## src/rtl/mem_copy_ctrl_if.sv

```systemverilog
`default_nettype none
// ============================================================================
// Module      : mem_copy_ctrl_if
// Description : Bundle of the job-control handshake and the scratch-memory
//               bus seen by the byte copy / fill engine.
// Revision    : 1.0 - initial release
// ============================================================================
interface mem_copy_ctrl_if #(
    parameter int ADDR_W = 12,
    parameter int DATA_W = 8
);
    // Job control
    logic              start;
    logic              fill_mode;
    logic [ADDR_W-1:0] src_addr;
    logic [ADDR_W-1:0] dst_addr;
    logic [ADDR_W:0]   len;
    logic [DATA_W-1:0] fill_data;
    logic              abort;
    logic              busy;
    logic              done;
    logic              aborted;
    logic [ADDR_W:0]   bytes_done;
    // Memory bus
    logic [ADDR_W-1:0] mem_addr;
    logic [DATA_W-1:0] mem_wdata;
    logic              mem_rd;
    logic              mem_wr;
    logic [DATA_W-1:0] mem_rdata;

    // Control logic / memory side
    modport master (
        output start, fill_mode, src_addr, dst_addr, len, fill_data, abort,
        output mem_rdata,
        input  busy, done, aborted, bytes_done,
        input  mem_addr, mem_wdata, mem_rd, mem_wr
    );

    // Engine side
    modport slave (
        input  start, fill_mode, src_addr, dst_addr, len, fill_data, abort,
        input  mem_rdata,
        output busy, done, aborted, bytes_done,
        output mem_addr, mem_wdata, mem_rd, mem_wr
    );
endinterface
`default_nettype wire

```

## src/rtl/mem_copy_ctrl.sv

```systemverilog
`default_nettype none
// ============================================================================
// Module      : mem_copy_ctrl
// Description : Byte copy / fill engine driving the 4096 x 8 scratch memory.
//               One byte per READ/WRITE transaction, all outputs registered.
// Revision    : 1.0 - initial release
// ============================================================================
module mem_copy_ctrl #(
    parameter int ADDR_W = 12,
    parameter int DATA_W = 8
) (
    input  wire             clk,
    input  wire             rst,
    mem_copy_ctrl_if.slave  bus
);

    localparam logic [1:0] c_ST_IDLE  = 2'd0;
    localparam logic [1:0] c_ST_READ  = 2'd1;
    localparam logic [1:0] c_ST_WRITE = 2'd2;
    localparam logic [1:0] c_ST_DONE  = 2'd3;

    localparam logic [ADDR_W-1:0] c_ADDR_ONE = {{(ADDR_W-1){1'b0}}, 1'b1};
    localparam logic [ADDR_W:0]   c_CNT_ONE  = {{ADDR_W{1'b0}}, 1'b1};

    logic [1:0]        r_state;
    logic [1:0]        w_state_nxt;

    // Latched job parameters and working pointers
    logic              r_fill;
    logic [DATA_W-1:0] r_fill_data;
    logic [ADDR_W:0]   r_len;
    logic [ADDR_W-1:0] r_src;
    logic [ADDR_W-1:0] r_dst;
    logic [DATA_W-1:0] r_data;
    logic [ADDR_W:0]   r_bytes_done;
    logic              r_aborted;

    // Registered outputs and their next values
    logic              r_busy,      w_busy_nxt;
    logic              r_done,      w_done_nxt;
    logic              r_mem_rd,    w_mem_rd_nxt;
    logic              r_mem_wr,    w_mem_wr_nxt;
    logic [ADDR_W-1:0] r_mem_addr,  w_mem_addr_nxt;
    logic [DATA_W-1:0] r_mem_wdata, w_mem_wdata_nxt;

    logic              w_last;
    logic              w_fill_sel;
    logic [DATA_W-1:0] w_fill_val;

    // The byte being written now is the last one of the job
    assign w_last     = ((r_bytes_done + c_CNT_ONE) == r_len);
    // In IDLE the job parameters come straight from the request
    assign w_fill_sel = (r_state == c_ST_IDLE) ? bus.fill_mode : r_fill;
    assign w_fill_val = (r_state == c_ST_IDLE) ? bus.fill_data : r_fill_data;

    // State register
    always_ff @(posedge clk) begin
        if (rst) begin
            r_state <= c_ST_IDLE;
        end else begin
            r_state <= w_state_nxt;
        end
    end

    // Next-state decode
    always_comb begin
        w_state_nxt = r_state;
        case (r_state)
            c_ST_IDLE: begin
                if (bus.start) begin
                    if (bus.len == '0)      w_state_nxt = c_ST_DONE;
                    else if (bus.fill_mode) w_state_nxt = c_ST_WRITE;
                    else                    w_state_nxt = c_ST_READ;
                end
            end
            c_ST_READ: begin
                w_state_nxt = bus.abort ? c_ST_DONE : c_ST_WRITE;
            end
            c_ST_WRITE: begin
                if (bus.abort || w_last) w_state_nxt = c_ST_DONE;
                else if (r_fill)         w_state_nxt = c_ST_WRITE;
                else                     w_state_nxt = c_ST_READ;
            end
            c_ST_DONE: begin
                w_state_nxt = c_ST_IDLE;
            end
            default: begin
                w_state_nxt = c_ST_IDLE;
            end
        endcase
    end

    // Output decode: values the output registers take for the coming state,
    // so strobes, address and data all change together on the clock edge
    always_comb begin
        w_busy_nxt      = 1'b0;
        w_done_nxt      = 1'b0;
        w_mem_rd_nxt    = 1'b0;
        w_mem_wr_nxt    = 1'b0;
        w_mem_addr_nxt  = '0;
        w_mem_wdata_nxt = '0;
        case (w_state_nxt)
            c_ST_READ: begin
                w_busy_nxt     = 1'b1;
                w_mem_rd_nxt   = 1'b1;
                w_mem_addr_nxt = (r_state == c_ST_IDLE) ? bus.src_addr : r_src;
            end
            c_ST_WRITE: begin
                w_busy_nxt   = 1'b1;
                w_mem_wr_nxt = 1'b1;
                case (r_state)
                    c_ST_IDLE:  w_mem_addr_nxt = bus.dst_addr;
                    c_ST_READ:  w_mem_addr_nxt = r_dst;
                    default:    w_mem_addr_nxt = r_dst + c_ADDR_ONE;
                endcase
                // Copy data is the byte being captured at this same edge
                if (w_fill_sel)                w_mem_wdata_nxt = w_fill_val;
                else if (r_state == c_ST_READ) w_mem_wdata_nxt = bus.mem_rdata;
                else                           w_mem_wdata_nxt = r_data;
            end
            c_ST_DONE: begin
                w_done_nxt = 1'b1;
            end
            default: begin
                w_done_nxt = 1'b0;
            end
        endcase
    end

    // Output registers
    always_ff @(posedge clk) begin
        if (rst) begin
            r_busy      <= 1'b0;
            r_done      <= 1'b0;
            r_mem_rd    <= 1'b0;
            r_mem_wr    <= 1'b0;
            r_mem_addr  <= '0;
            r_mem_wdata <= '0;
        end else begin
            r_busy      <= w_busy_nxt;
            r_done      <= w_done_nxt;
            r_mem_rd    <= w_mem_rd_nxt;
            r_mem_wr    <= w_mem_wr_nxt;
            r_mem_addr  <= w_mem_addr_nxt;
            r_mem_wdata <= w_mem_wdata_nxt;
        end
    end

    // Job parameters, pointers, byte count and abort flag
    always_ff @(posedge clk) begin
        if (rst) begin
            r_fill       <= 1'b0;
            r_fill_data  <= '0;
            r_len        <= '0;
            r_src        <= '0;
            r_dst        <= '0;
            r_data       <= '0;
            r_bytes_done <= '0;
            r_aborted    <= 1'b0;
        end else begin
            case (r_state)
                c_ST_IDLE: begin
                    if (bus.start) begin
                        r_fill       <= bus.fill_mode;
                        r_fill_data  <= bus.fill_data;
                        r_len        <= bus.len;
                        r_src        <= bus.src_addr;
                        r_dst        <= bus.dst_addr;
                        r_bytes_done <= '0;
                        r_aborted    <= 1'b0;
                    end
                end
                c_ST_READ: begin
                    r_data <= bus.mem_rdata;
                    r_src  <= r_src + c_ADDR_ONE;
                    if (bus.abort) r_aborted <= 1'b1;
                end
                c_ST_WRITE: begin
                    r_dst        <= r_dst + c_ADDR_ONE;
                    r_bytes_done <= r_bytes_done + c_CNT_ONE;
                    if (bus.abort) r_aborted <= 1'b1;
                end
                default: begin
                    r_aborted <= r_aborted;
                end
            endcase
        end
    end

    assign bus.busy       = r_busy;
    assign bus.done       = r_done;
    assign bus.aborted    = r_aborted;
    assign bus.bytes_done = r_bytes_done;
    assign bus.mem_addr   = r_mem_addr;
    assign bus.mem_wdata  = r_mem_wdata;
    assign bus.mem_rd     = r_mem_rd;
    assign bus.mem_wr     = r_mem_wr;

endmodule
`default_nettype wire

```

## src/flat_wrapper.sv

```systemverilog
// flat-port wrapper written by rule: the top's interface ports become plain ports
module mem_copy_ctrl_flat 
#(
    parameter int ADDR_W = 12,
    parameter int DATA_W = 8
)
  (clk, rst, bus_start, bus_fill_mode, bus_src_addr, bus_dst_addr, bus_len, bus_fill_data, bus_abort, bus_mem_rdata, bus_busy, bus_done, bus_aborted, bus_bytes_done, bus_mem_addr, bus_mem_wdata, bus_mem_rd, bus_mem_wr);
  mem_copy_ctrl_if #(.ADDR_W(ADDR_W), .DATA_W(DATA_W)) bus_i ();
  input  wire clk;
  input  wire rst;
  input wire logic [$bits(bus_i.start)-1:0] bus_start;
  input wire logic [$bits(bus_i.fill_mode)-1:0] bus_fill_mode;
  input wire logic [$bits(bus_i.src_addr)-1:0] bus_src_addr;
  input wire logic [$bits(bus_i.dst_addr)-1:0] bus_dst_addr;
  input wire logic [$bits(bus_i.len)-1:0] bus_len;
  input wire logic [$bits(bus_i.fill_data)-1:0] bus_fill_data;
  input wire logic [$bits(bus_i.abort)-1:0] bus_abort;
  input wire logic [$bits(bus_i.mem_rdata)-1:0] bus_mem_rdata;
  output wire logic [$bits(bus_i.busy)-1:0] bus_busy;
  output wire logic [$bits(bus_i.done)-1:0] bus_done;
  output wire logic [$bits(bus_i.aborted)-1:0] bus_aborted;
  output wire logic [$bits(bus_i.bytes_done)-1:0] bus_bytes_done;
  output wire logic [$bits(bus_i.mem_addr)-1:0] bus_mem_addr;
  output wire logic [$bits(bus_i.mem_wdata)-1:0] bus_mem_wdata;
  output wire logic [$bits(bus_i.mem_rd)-1:0] bus_mem_rd;
  output wire logic [$bits(bus_i.mem_wr)-1:0] bus_mem_wr;
  assign bus_i.start = bus_start;
  assign bus_i.fill_mode = bus_fill_mode;
  assign bus_i.src_addr = bus_src_addr;
  assign bus_i.dst_addr = bus_dst_addr;
  assign bus_i.len = bus_len;
  assign bus_i.fill_data = bus_fill_data;
  assign bus_i.abort = bus_abort;
  assign bus_i.mem_rdata = bus_mem_rdata;
  assign bus_busy = bus_i.busy;
  assign bus_done = bus_i.done;
  assign bus_aborted = bus_i.aborted;
  assign bus_bytes_done = bus_i.bytes_done;
  assign bus_mem_addr = bus_i.mem_addr;
  assign bus_mem_wdata = bus_i.mem_wdata;
  assign bus_mem_rd = bus_i.mem_rd;
  assign bus_mem_wr = bus_i.mem_wr;
  mem_copy_ctrl #(.ADDR_W(ADDR_W), .DATA_W(DATA_W)) u_core (.clk(clk), .rst(rst), .bus(bus_i));
endmodule
```

## config.mk

```make
export PLATFORM = sky130hd
export DESIGN_NAME = mem_copy_ctrl_flat
export DESIGN_NICKNAME = d
export VERILOG_FILES = /design/src/rtl/mem_copy_ctrl_if.sv /design/src/rtl/mem_copy_ctrl.sv /design/src/flat_wrapper.sv
export SDC_FILE = /design/constraint.sdc
export NUM_CORES = 1
export LEC_CHECK = 0
export ABC_AREA = 1
export CAP_MARGIN = 20
export CORE_MARGIN = 3
export CORE_UTILIZATION = 25
export DETAILED_ROUTE_END_ITERATION = 8
export GPL_ROUTABILITY_DRIVEN = 0
export HOLD_SLACK_MARGIN = 0.12
export SYNTH_ARGS = -nofsm -noshare
export SYNTH_HDL_FRONTEND = slang
export SYNTH_SLANG_ARGS = --single-unit
```

## constraint.sdc

```tcl
create_clock -name clk -period 5.7 [get_ports clk]
set_input_delay 1.425 -clock clk [delete_from_list [all_inputs] [get_ports clk]]
set_output_delay 1.425 -clock clk [all_outputs]
set_load 0.01 [all_outputs]
```

Word level (Yosys, flattened, before mapping)
Cells that the tools add are included.

Bitwise operators: 1. Add/sub/neg operators: 3. Mux-type cells: 27. Equal/unequal tests: 9. Order comparisons: 0. Multiply operators: 0. Shift operators: 0. Divide/modulo/power cells: 0. Reduce and logical (&&, ||, !) cells: 13.

Operator list (count): 12-bit one-hot mux with 2 select lines (4); 12-bit 2-to-1 mux (3); 13-bit one-hot mux with 2 select lines (1); 12-bit by 1-bit adder with 12-bit output, second input constant (2); 8-bit 2-to-1 mux (3); 13-bit by 1-bit adder with 13-bit output, second input constant (1); 13-bit == test (1); 13-bit logical NOT (1); 13-bit 2-to-1 mux (1); 2-bit 2-to-1 mux (5); 2-bit == test, second input constant (4); 1-bit 2-to-1 mux (8); 2-bit one-hot mux with 4 select lines (1); 2-bit AND reduction (3); 2-bit nonzero test (3); 2-bit OR reduction (3); 2-bit by 1-bit == test with 1-bit output, second input constant (2); 3-bit AND reduction (1); 2-bit logical NOT (1); 2-bit by 1-bit inequality test with 1-bit output, second input constant (1); 2-bit inequality test, second input constant (1); 1-bit one-hot mux with 2 select lines (1); 1-bit logical OR (1); 1-bit NOT (1).

Memories: 0. Logic and storage cells: 68. Bits in read-only memories: 0. Bits in latches: 0. Register bits after elaboration: 94. Input bits: 58. Bits in writable memories: 0.

Logic depth before layout (Yosys ltp)
Depth in word-level cells: 8. Depth in mapped cells: 23. Depth with buffers taken out: 22.

Least setup slack after synthesis
OpenSTA, ideal clock, no wires.

Path type: input to register. From: input bus_start. To: register u_core.r_mem_wdata[0] (netlist: u_core.bus.mem_wdata[0]). Path buffers: 1. Data arrival time: 3.171 ns. Stages: 11. Library setup time: 0.086 ns. Slack: 2.444 ns. Path through: nand2_1 -> inv_2 -> a221oi_1 -> nand2_1 -> inv_1 -> ha_1 -> clkbuf_1 -> inv_1 -> nor2_1 -> inv_1 -> a211oi_1.

Word-level cells in the longest chain between the ends: 5.

RTL lines: from (decl) (RTL line flat_wrapper.sv:11) `input wire logic [$bits(bus_i.start)-1:0] bus_start;`; 2-bit 2-to-1 mux (RTL line mem_copy_ctrl.sv:70) `if (bus.start) begin`; 2-bit one-hot mux with 4 select lines (RTL line mem_copy_ctrl.sv:68) `case (r_state)`; named net u_core.w_state_nxt[0] (RTL line mem_copy_ctrl.sv:26) `logic [1:0] w_state_nxt;`; 2-bit == test (RTL line mem_copy_ctrl.sv:102) `case (w_state_nxt)`; 1-bit NOT (no line); 2-bit OR reduction (no line); to (signal assigned) (RTL line mem_copy_ctrl.sv:145) `r_mem_wdata <= w_mem_wdata_nxt;`; to (decl) (RTL line mem_copy_ctrl.sv:44) `logic [DATA_W-1:0] r_mem_wdata, w_mem_wdata_nxt;`.

The timed path passes the listed nets, and every way through them passes these cells. A chain may end at the register's enable or synchronous reset.

Worst setup path in the final report
From: input bus_len[5]. To: register u_core.r_mem_wdata[1] (netlist: u_core.bus.mem_wdata[1]).

Word-level cells in the longest chain between the ends: 7.

RTL lines: from (decl) (RTL line flat_wrapper.sv:15) `input wire logic [$bits(bus_i.len)-1:0] bus_len;`; 13-bit logical NOT (RTL line mem_copy_ctrl.sv:71) `if (bus.len == '0) w_state_nxt = c_ST_DONE;`; 2-bit 2-to-1 mux (RTL line mem_copy_ctrl.sv:71); 2-bit 2-to-1 mux (RTL line mem_copy_ctrl.sv:70); 2-bit one-hot mux with 4 select lines (RTL line mem_copy_ctrl.sv:68); named net u_core.w_state_nxt[1] (RTL line mem_copy_ctrl.sv:26); 2-bit == test (RTL line mem_copy_ctrl.sv:102); 1-bit NOT (no line); 2-bit OR reduction (no line).

The timed path passes the listed nets, and every way through them passes these cells.

==> results.toml <==
[yosys]
yosys.cell_count.top_type = "sky130_fd_sc_hd__nand2_1"
syn_inst = 725
yosysUniqueCellTypes = 42
synth.top_cells.by_count = "sky130_fd_sc_hd__nand2_1, sky130_fd_sc_hd__dfxtp_1, sky130_fd_sc_hd__a21oi_1, sky130_fd_sc_hd__inv_1, sky130_fd_sc_hd__o21ai_0"
synthesis.yosys.warnings = 0
syn_area_per_cell_um2 = 6.89
synth.cell_area_um2 = 5000
synth-seq-cells = 94
share_of_the_synthesized_area_in_the_top_cell_type_pct = 37.6
synth.top_cells.by_area = "sky130_fd_sc_hd__dfxtp_1, sky130_fd_sc_hd__nand2_1, sky130_fd_sc_hd__a21oi_1"
synth_enable_flop_cells = 0
synthDominantAreaCellType = "sky130_fd_sc_hd__dfxtp_1"
synth_async_sr_flop_share_pct = 0
post_syn_nets = 793
synth-seq-area-share_pct = 37.6
ys.flop_type = "sky130_fd_sc_hd__dfxtp_1"

[outcome]
run_status = "finished, final reports clean"

[die]
floorplan.initialDensity_pct = 25.6
die_w_um = 147
dieArea_um2 = 21700
core_um2 = 19500
die-height_um = 147
fp-row-count = 51
total_i_o_pin_count = 96

[setup_path]
worstSetupPathType = "primary input to flop"
critical_path.endpoint_type = "flop"
critical_path_s_top_delay_family = "simple AND/OR/NAND/NOR gates"
timing.critical_path.required_ps = 5960
path_cells = "clkdlybuf4s50_1 -> nor2_1 -> nand2_1 -> nor4_1 -> o22ai_1 -> inv_1 -> nand2_2 -> inv_1 -> ha_1 -> inv_1 -> nor2_1 -> inv_1 -> a211oi_1"
worstPathBufferInverterCount = 5
crit_path_max_incr_delay_ps = 430
crit_path_frequent_cell = "sky130_fd_sc_hd__inv_1"
startpoint_type = "primary input"
critPathArrivalTime_ps = 4260
slowest_stage = "sky130_fd_sc_hd__clkdlybuf4s50_1"
worst-path-max-fanout = 10

[clock_tree]
cts_buffers = 9
clock_sink_count = 94
cts.clk_slew.worst_paths_ps = 70
htreeDepth = 3
cts_hold_repair.buffers = 0
clock_tree_from_tritoncts = "done"
cts_resized = 0
postCtsSetupRepairBufs = 0
latest_clock_arrival_within_the_worst_skew_pair_ps = 350
cts_root_buf = "sky130_fd_sc_hd__clkbuf_16"
clk_path_buf_depth = 2

[run]
cap_violations = 0

[place]
detailedPlacementHpwl_um = 11000
placedInstanceArea_um2 = 6170
placement.io_buffers = 95
place.detailed.instances = 1055

[routing]
routedLengthMet1_um = 7100
route.detailed.vias_per_inst = 4.65
first_iter_violations = 335
route.top_layer_used = "met4"
dr.pass1.iters = 5
met2_wire_length_um = 6790
met3WireLength_um = 842
vias = 4976
postRouteAntennaNets = 0
drt-wirelength-per-cell_um = 14.0
detail_route.drc_violations = 0
postRouteWirelength_um = 15000

[sta]
worst_pin_slew_ps = 964
grt_setup_unrepaired = "no"
slew_viol_final = 0
min_period_ps = 4000
finalClockSkew_ps = 5.30
fin_tns_setup_ps = 0
setup_violations = 0
maxClockFrequency_ghz = 0.250
worst_hold_slack_ps = 449
part_of_the_cycle_the_worst_path_needs_pct = 70.1
hold_violations = 0
relative_max_transition_margin_pct = 35.5

[power_and_ir_drop]
power_switching_share_pct = 36.4
power.internal_uw = 1440
power_density_nw_per_um2 = 350
p_sw_uw = 826
power_leakage_uw = 0.00252
seq_power_share_pct = 37.0
clock_power_share_pct = 28.4
vdd_drop_max_mv = 0.223
power_frac_comb_pct = 34.6

[grt]
grt_pass1_vias = 4610
grt_util_all_layers_pct = 13.9
antenna_found_initial = 0
grt_start_max_net_pins = 51
grt_overflow_total = 0
grt_first_pass_wirelength_um = 24000

[cells_and_area]
synth_to_final_area_change_pct = 29.9
antenna_cells_inserted = 0
finalCoreUtilization_pct = 33.3
finalNonFillerCells = 1071
final_net_count = 869
final_non_filler_cell_area_um2 = 6490
drive_above_1_share_pct = 5.46

[hold_path]
timing.hold.worst.class = "flop to flop"
-- per-layer routing --
layer  GRT usage, %  vias to the layer above
met5              0                        -
met4           3.77                        0
met3           3.71                       16
met2           22.4                      121
met1           18.6                     2295
li1               -                     2544
-- final cells by class --
type / instances / area (um2)
Clock buffer: 12 / 267
Clock inverter: 4 / 53.8
Fill cell: 2150 / 13000
Inverter: 83 / 312
Multi-Input combinational cell: 511 / 2650
Sequential cell: 94 / 1880
Tap cell: 265 / 332
Timing Repair Buffer: 102 / 1000
-- metrics by stage --
step | total power [uW] | setup slack (ps)
6_report | 2270 | 1700
5_1_grt | 2420 | 1440
4_1_cts | 2290 | 1750
3_5_place_dp | 1640 | 1400
3_3_place_gp | 1640 | 1430
2_1_floorplan | 1360 | 2440
-- cells in the final DEF, fill, tap and decap left out, drive strengths merged, types with 2 or more instances in the layout --
cell,count
xnor2,4
a31oi,6
nand4,4
a211oi,14
o21ai,74
nor2,71
nand3,37
clkinv,2
clkdlybuf4s50,95
o211ai,5
nor3,4
a32oi,2
o21bai,4
a21oi,80
or2,2
inv,82
a22oi,9
clkinvlp,2
clkbuf,12
dfxtp,94
ha,10
xor2,10
a221oi,2
nand3b,3
buf,7
mux2i,8
nand2,157
-- kinds of logic (layout without fill, tap and decap cells) --
logic type	after synthesis	in the layout	share of synthesized area, %
adder cells (fa/ha/maj)	10	10	2.50
multiplexers	8	8	1.60
AO/OA/AOI/OAI	199	199	22.2
buffers and inverters	120	201	9.41
XOR/XNOR	15	15	2.93
AND/OR/NAND/NOR	279	279	23.7
flip-flops	94	94	37.6
-- power by group through the flow --
stage	Sequential [uW]	Clock, uW	Combinational (uW)
after global placement	855	0	782
after floorplan	854	0	509
after CTS	841	663	790
after detailed placement	854	0	788
after global routing	854	684	886
final	840	644	787
-- sequential cells by signal (all words and copies together) (netlist names) --
signal	flops
u_core.r_len	13
u_core.bus.done	1
u_core.bus.mem_wr	1
u_core.r_dst	12
u_core.r_src	12
u_core.bus.aborted	1
u_core.bus.mem_rd	1
u_core.r_fill_data	8
u_core.r_data	8
u_core.bus.mem_wdata	8
u_core.r_fill	1
u_core.r_state	2
u_core.bus.busy	1
u_core.bus.mem_addr	12
u_core.bus.bytes_done	13
-- final timing paths --
check | depth (start not counted) | end | from | slack [ps]
max | 13 | u_core.bus.mem_wdata[1] | bus_len[5] | 1700
min | 2 | u_core.r_fill_data[2] | u_core.r_fill_data[2] | 450
max reg2reg | 22 | u_core.bus.mem_wdata[1] | u_core.bus.bytes_done[0] | 2080
min reg2reg | 2 | u_core.r_fill_data[2] | u_core.r_fill_data[2] | 450
-- worst register-to-register path: stages (launching register included) --
cell and delay, ps:
sky130_fd_sc_hd__dfxtp_1 510, sky130_fd_sc_hd__ha_1 260, sky130_fd_sc_hd__nand2_1 160, sky130_fd_sc_hd__nor2_4 170
sky130_fd_sc_hd__nand2_1 90, sky130_fd_sc_hd__nand2_2 70, sky130_fd_sc_hd__nand2_1 50, sky130_fd_sc_hd__nand2_1 50
sky130_fd_sc_hd__nand2_1 70, sky130_fd_sc_hd__inv_1 60, sky130_fd_sc_hd__nand3_1 70, sky130_fd_sc_hd__nor2_1 140
sky130_fd_sc_hd__nand2_1 90, sky130_fd_sc_hd__nand3_1 80, sky130_fd_sc_hd__nand2_1 50, sky130_fd_sc_hd__nand2_1 80
sky130_fd_sc_hd__nand2_2 70, sky130_fd_sc_hd__inv_1 90, sky130_fd_sc_hd__ha_1 390, sky130_fd_sc_hd__inv_1 170
sky130_fd_sc_hd__nor2_1 340, sky130_fd_sc_hd__inv_1 200, sky130_fd_sc_hd__a211oi_1 270
Power figures use the tool's default switching activity.
